--- src/rtl/lr_predictor.sv ---
// lr_predictor: applies a fitted line y_hat = B0 + B1*X to a stream of X/Y samples.
//
// The fit (B1, B0, MSE) comes from the 8-point linear-regression engine. This block
// latches it on coef_valid, then streams samples through a 3-stage pipeline. For each
// sample it produces the saturated prediction, the saturated residual Y - y_hat and a
// saturation flag.
//
// A new fit that arrives while running goes into shadow registers. Input is then held
// off until the pipeline drains, so every in-flight sample finishes with the
// coefficients that were active when it was accepted.
//
// Compile-time option:
//   LR_PRED_OUTLIER_EN  when defined, S3 squares the residual and raises outlier when
//                       residual^2 > (MSE << THR_SHIFT), compared unsigned.
//                       When undefined, outlier is tied to 0.
//
// Ports:
//   clk, rst              clock (rising edge); asynchronous active-low reset
//   coef_valid, B1/B0/MSE 1-cycle strobe with a new fit (B1/B0 signed, MSE unsigned)
//   x_valid/x_ready, X/Y  sample handshake and signed sample pair
//   out_valid/out_ready   result handshake; the pipeline freezes on out_valid & !out_ready
//   y_hat, residual       saturated signed results
//   sat, outlier          clip flag and optional outlier flag
//   coef_loaded           a fit is active
//   sample_cnt            results delivered since the last coefficient load (wraps)
module lr_predictor #(
   parameter int unsigned XW        = 16,
   parameter int unsigned CW        = 32,
   parameter int unsigned THR_SHIFT = 2,
   parameter int unsigned CNT_W     = 16
) (
   input  logic             clk,
   input  logic             rst,
   input  logic             coef_valid,
   input  logic [CW-1:0]    B1,
   input  logic [CW-1:0]    B0,
   input  logic [CW-1:0]    MSE,
   input  logic             x_valid,
   output logic             x_ready,
   input  logic [XW-1:0]    X,
   input  logic [XW-1:0]    Y,
   output logic             out_valid,
   input  logic             out_ready,
   output logic [CW-1:0]    y_hat,
   output logic [CW-1:0]    residual,
   output logic             sat,
   output logic             outlier,
   output logic             coef_loaded,
   output logic [CNT_W-1:0] sample_cnt
);

   localparam int unsigned PW = CW + XW;  // product width
   localparam int unsigned SW = PW + 1;   // product + intercept, cannot overflow
   localparam int unsigned RW = CW + 1;   // residual before clipping

   localparam logic [CW-1:0] MaxPos = {1'b0, {(CW-1){1'b1}}};
   localparam logic [CW-1:0] MinNeg = {1'b1, {(CW-1){1'b0}}};

   typedef enum logic [1:0] {StNoCoef, StRun, StDrain} state_e;

   state_e state_q, state_d;

   logic [CW-1:0] b1_q, b0_q, b1_sh_q, b0_sh_q;
   logic          load_active, load_shadow, load_from_input, cnt_clear;

   logic          v1_q, v2_q, v3_q;
   logic [XW-1:0] x1_q, y1_q, y2_q;
   logic [PW-1:0] prod_q, prod_c;
   logic [SW-1:0] sum_c;
   logic [RW-1:0] res_c;
   logic [CW-1:0] yhat_c, res_sat_c, y_hat_q, residual_q;
   logic          sum_fits, res_fits, sat_c, sat_q, outlier_c, outlier_q;
   logic [CNT_W-1:0] cnt_q;

   logic stall, advance, accept, pipe_empty;

   assign stall      = v3_q & ~out_ready;
   assign advance    = ~stall;
   assign x_ready    = (state_q == StRun) & ~stall;
   assign accept     = x_valid & x_ready;
   assign pipe_empty = ~(v1_q | v2_q | v3_q);

   // ---------------------------------------------------------------------------
   // Coefficient FSM
   // ---------------------------------------------------------------------------
   always_comb begin
      state_d         = state_q;
      load_active     = 1'b0;
      load_shadow     = 1'b0;
      load_from_input = 1'b0;
      cnt_clear       = 1'b0;
      unique case (state_q)
         StNoCoef: begin
            if (coef_valid) begin
               state_d         = StRun;
               load_active     = 1'b1;
               load_from_input = 1'b1;
               cnt_clear       = 1'b1;
            end
         end
         StRun: begin
            if (coef_valid) begin
               state_d     = StDrain;
               load_shadow = 1'b1;
            end
         end
         StDrain: begin
            if (coef_valid) load_shadow = 1'b1;
            if (pipe_empty) begin
               state_d     = StRun;
               load_active = 1'b1;
               // A strobe on the exit cycle is the newest fit; take it directly.
               load_from_input = coef_valid;
               cnt_clear       = 1'b1;
            end
         end
         default: state_d = StNoCoef;
      endcase
   end

   always_ff @(posedge clk or negedge rst) begin
      if (!rst) begin
         state_q <= StNoCoef;
         b1_q    <= '0;
         b0_q    <= '0;
         b1_sh_q <= '0;
         b0_sh_q <= '0;
      end else begin
         state_q <= state_d;
         if (load_shadow) begin
            b1_sh_q <= B1;
            b0_sh_q <= B0;
         end
         if (load_active) begin
            b1_q <= load_from_input ? B1 : b1_sh_q;
            b0_q <= load_from_input ? B0 : b0_sh_q;
         end
      end
   end

`ifdef LR_PRED_OUTLIER_EN
   logic [CW-1:0]   mse_q, mse_sh_q;
   logic [2*CW-1:0] sq_c, thr_c;

   always_ff @(posedge clk or negedge rst) begin
      if (!rst) begin
         mse_q    <= '0;
         mse_sh_q <= '0;
      end else begin
         if (load_shadow) mse_sh_q <= MSE;
         if (load_active) mse_q <= load_from_input ? MSE : mse_sh_q;
      end
   end

   // Square of a signed value is never negative, so the 2*CW result is read as unsigned.
   assign sq_c  = $signed({{CW{res_sat_c[CW-1]}}, res_sat_c}) *
                  $signed({{CW{res_sat_c[CW-1]}}, res_sat_c});
   assign thr_c = {{CW{1'b0}}, mse_q} << THR_SHIFT;
   assign outlier_c = sq_c > thr_c;
`else
   logic unused_mse;
   localparam int unsigned unused_thr_shift = THR_SHIFT;
   assign unused_mse = ^MSE;
   assign outlier_c  = 1'b0;
`endif

   // ---------------------------------------------------------------------------
   // Datapath
   // ---------------------------------------------------------------------------
   assign prod_c = $signed({{XW{b1_q[CW-1]}}, b1_q}) * $signed({{CW{x1_q[XW-1]}}, x1_q});

   always_comb begin
      sum_c = {prod_q[PW-1], prod_q} + {{(SW-CW){b0_q[CW-1]}}, b0_q};
      // Fits in CW bits when every bit from the CW-1 sign position upward agrees.
      sum_fits = (&sum_c[SW-1:CW-1]) | ~(|sum_c[SW-1:CW-1]);
      if (sum_fits)          yhat_c = sum_c[CW-1:0];
      else if (sum_c[SW-1])  yhat_c = MinNeg;
      else                   yhat_c = MaxPos;

      res_c    = {{(RW-XW){y2_q[XW-1]}}, y2_q} - {yhat_c[CW-1], yhat_c};
      res_fits = (res_c[CW] == res_c[CW-1]);
      if (res_fits)        res_sat_c = res_c[CW-1:0];
      else if (res_c[CW])  res_sat_c = MinNeg;
      else                 res_sat_c = MaxPos;

      sat_c = ~sum_fits | ~res_fits;
   end

   // Every stage advances together; a stalled output freezes the whole pipe.
   always_ff @(posedge clk or negedge rst) begin
      if (!rst) begin
         v1_q       <= 1'b0;
         v2_q       <= 1'b0;
         v3_q       <= 1'b0;
         x1_q       <= '0;
         y1_q       <= '0;
         y2_q       <= '0;
         prod_q     <= '0;
         y_hat_q    <= '0;
         residual_q <= '0;
         sat_q      <= 1'b0;
         outlier_q  <= 1'b0;
      end else if (advance) begin
         v1_q <= accept;
         v2_q <= v1_q;
         v3_q <= v2_q;
         if (accept) begin
            x1_q <= X;
            y1_q <= Y;
         end
         if (v1_q) begin
            prod_q <= prod_c;
            y2_q   <= y1_q;
         end
         if (v2_q) begin
            y_hat_q    <= yhat_c;
            residual_q <= res_sat_c;
            sat_q      <= sat_c;
            outlier_q  <= outlier_c;
         end
      end
   end

   always_ff @(posedge clk or negedge rst) begin
      if (!rst) begin
         cnt_q <= '0;
      end else if (cnt_clear) begin
         cnt_q <= '0;
      end else if (v3_q && out_ready) begin
         cnt_q <= cnt_q + CNT_W'(1);
      end
   end

   assign out_valid   = v3_q;
   assign y_hat       = y_hat_q;
   assign residual    = residual_q;
   assign sat         = sat_q;
   assign outlier     = outlier_q;
   assign coef_loaded = (state_q != StNoCoef);
   assign sample_cnt  = cnt_q;

endmodule

--- config.mk ---
export PLATFORM = sky130hd
export DESIGN_NAME = lr_predictor
export DESIGN_NICKNAME = d
export VERILOG_FILES = /design/src/rtl/lr_predictor.sv
export SDC_FILE = /design/constraint.sdc
export NUM_CORES = 2
export LEC_CHECK = 0
export ABC_AREA = 1
export BUFFER_PORTS_ARGS = -buffer_cell sky130_fd_sc_hd__clkbuf_2
export CORE_AREA = 2 2 254 256
export DETAILED_ROUTE_END_ITERATION = 10
export DIE_AREA = 0 0 256 258
export PLACE_DENSITY_LB_ADDON = 0.08
export SLEW_MARGIN = 0
export SYNTH_ARGS = -nofsm -noshare
export SYNTH_HDL_FRONTEND = slang
export SYNTH_SLANG_ARGS = --single-unit
--- constraint.sdc ---
create_clock -name clk -period 8.7 [get_ports clk]
set_input_delay 1.74 -clock clk [delete_from_list [all_inputs] [get_ports clk]]
set_output_delay 1.74 -clock clk [all_outputs]
set_load 0.1 [all_outputs]
==> reports/metrics.cfg <==
[clocking]
post_cts_resized = 0
cts_hold_buf = 0
h-tree-depth = 2
cts_sinks = 310
clock_path_buffers = 3
cts_buffers = 37
clk_pin_slew_ns = 0.06
root_buffer = clkbuf_16
post_cts_buffers = 0
cts_tree = done
clk_latency_ns = 0.61

[sta]
rsz0062_at_grt = no
slew_viol_final = 0
finalCriticalPeriod_ns = 7.12
finalClockSkew_ns = 0.0461
final-setup-viol-count = 0
hold_viol = 0
worst_slew_pin_slew_ns = 1.25
slew_headroom = 0.169
fin_crit_sh = 0.819
setup_tns_ns = 0
fmax_ghz = 0.140

[detailed_routing]
finalWirelength_um = 106000
drtIter0Drc = 2098
routed_via_density = 5.26
ant_nets = 0
drtPass1Iterations = 5
route.detailed.drc = 0
wl_per_cell_um = 17.9
vias = 31200

[logic_synthesis]
synth_edf_count = 0
synth-seq-cells = 310
synth.yosys.seq_area_share = 0.206
ys_async_sr_fraction = 1.00
syn_area_um2 = 37700
synthesis.nets = 5803
ys_top_cells_by_count = 1369 x nand2_1, 1110 x inv_1, 488 x fa_1
synth.most_common_cell = nand2_1
ys_types = 55
syn_inst = 4984
synth_top_area_share = 0.259
yosys_warnings = 0
yosysTopAreaCell = fa_1
synthTopCellsByArea = fa_1 26%, dfrtp_1 21%, nand2_1 14%, inv_1 11%, ha_1 6.6%
synth_ff_type = dfrtp_1
avgSynthCellArea_um2 = 7.56

[setup_path]
cp.required_ns = 9.20
r2r_cells = 27
cp_data_arrival_time_ns = 7.62
critPathSlowestCell = dfrtp_1
cp.depth = 27
slowest_delay_ns = 0.87
start_kind = register
cp_top_family = adder cells
crit_type = reg2reg
critPathBufInv = 7
cp-end-kind = register
worstPathMaxFanout = 18

[final_layout]
area_growth_pct = 7.16
final_nets = 5861
drive_gt1_frac = 0.0988
fillers = 5869
fin_area_um2 = 40400

[placed_design]
hpwl_um = 84900
place.gp.congestion = 1.00
numPortBuffers = 184
postPlaceCellArea_um2 = 39200

[die]
rows = 93
start_util = 0.592
die_x_um = 256
die_h_um = 258
die_area_um2 = 66000
core_um2 = 63600
pin_count = 218

[flow_run]
maxCapViolCount = 0

[global_route]
grt.total_usage = 0.331
antenna_found_initial = 1
grt_overflow_total = 0
grt_pass1_vias = 31900
grt_pass1_wl_um = 172000
grt_max_degree = 142

[hold_path]
hold_path.class = reg2reg
min_path_cells = 2

[run_status]
outcome = finished clean

==> worst paths after layout <==
path | endpoint | start | slack [ns]
max in group asynchronous | residual[3] | rst | 6.11
min in group asynchronous | b0_sh_q[13] | rst | 1.21
worst max-delay path | prod_q[34] | x1_q[1] | 1.58
worst min register to register | y_hat[17] | y_hat[17] | 0.47
worst max register to register | prod_q[34] | x1_q[1] | 1.58
worst min-delay path | y_hat[17] | y_hat[17] | 0.47
==> cells in the final DEF, fill, tap and decap left out, types with 80 or more instances in the layout <==
cell type / instances
a21oi_1: 177
clkbuf_2: 183
dfrtp_1: 310
fa_1: 488
ha_1: 198
inv_1: 1108
nand2_1: 1366
nand2_2: 80
nand3_1: 96
nor2_1: 281
o21ai_0: 247
==> area by class of cell <==
type	count	area [um^2]	share of cell area
Sequential cell	310	7760	0.192
Multi-Input combinational cell	3345	24900	0.616
Antenna cell	1	2.50	0.0000620
Tap cell	855	1070	0.0265
Clock buffer	51	1050	0.0260
Timing Repair Buffer	224	1240	0.0308
Inverter	1124	4220	0.105
Clock inverter	15	153	0.00378
==> cell families after synthesis <==
family,share of synthesized area
xor+xnor,0.0235
compound gates,0.0743
mux,0.0188
simple gates,0.217
other cells,0.0000996
flops,0.206
buf+inv,0.135
fa+ha+maj,0.325
==> flip-flops by register name, indices dropped and copies added (netlist names) <==
| register | flops |
|---|---|
| prod_q | 48 |
| b0_q | 32 |
| b0_sh_q | 32 |
| b1_q | 32 |
| b1_sh_q | 32 |
| residual | 32 |
| y_hat | 32 |
| sample_cnt | 16 |
| x1_q | 16 |
| y1_q | 16 |
| y2_q | 16 |
| state_q | 2 |
| out_valid | 1 |
| sat | 1 |
| v1_q | 1 |
| v2_q | 1 |
==> stage by stage <==
| step | setup WS (ns) | instances | hold WS [ns] | utilization |
|---|---|---|---|---|
| global placement | 1.70 | 5858 | 0.457 | 0.615 |
| detailed placement | 1.67 | 5858 | 0.465 | 0.615 |
| finish | 1.58 | 5925 | 0.473 | 0.634 |
| global route | 1.11 | 5925 | 0.492 | 0.634 |
| floorplan | 2.70 | 4984 | 0.446 | - |
| CTS | 1.67 | 5924 | 0.480 | 0.634 |
==> routing by layer <==
metal | share of wire | track usage | vias up
met5 | 0 | 0 | -
met4 | 0.035 | 0.109 | 0
met3 | 0.054 | 0.0386 | 192
met2 | 0.48 | 0.564 | 888
met1 | 0.43 | 0.442 | 15100
li1 | - | - | 15000
==> worst min-delay path, cell delays in order, from the launching register on <==
cell and delay, ns:
dfrtp_1 0.34, nand2_1 0.05, nand2_1 0.05
Power is not shown: default switching activity piles up to over one toggle a cycle in this logic, so the estimate is an artifact.
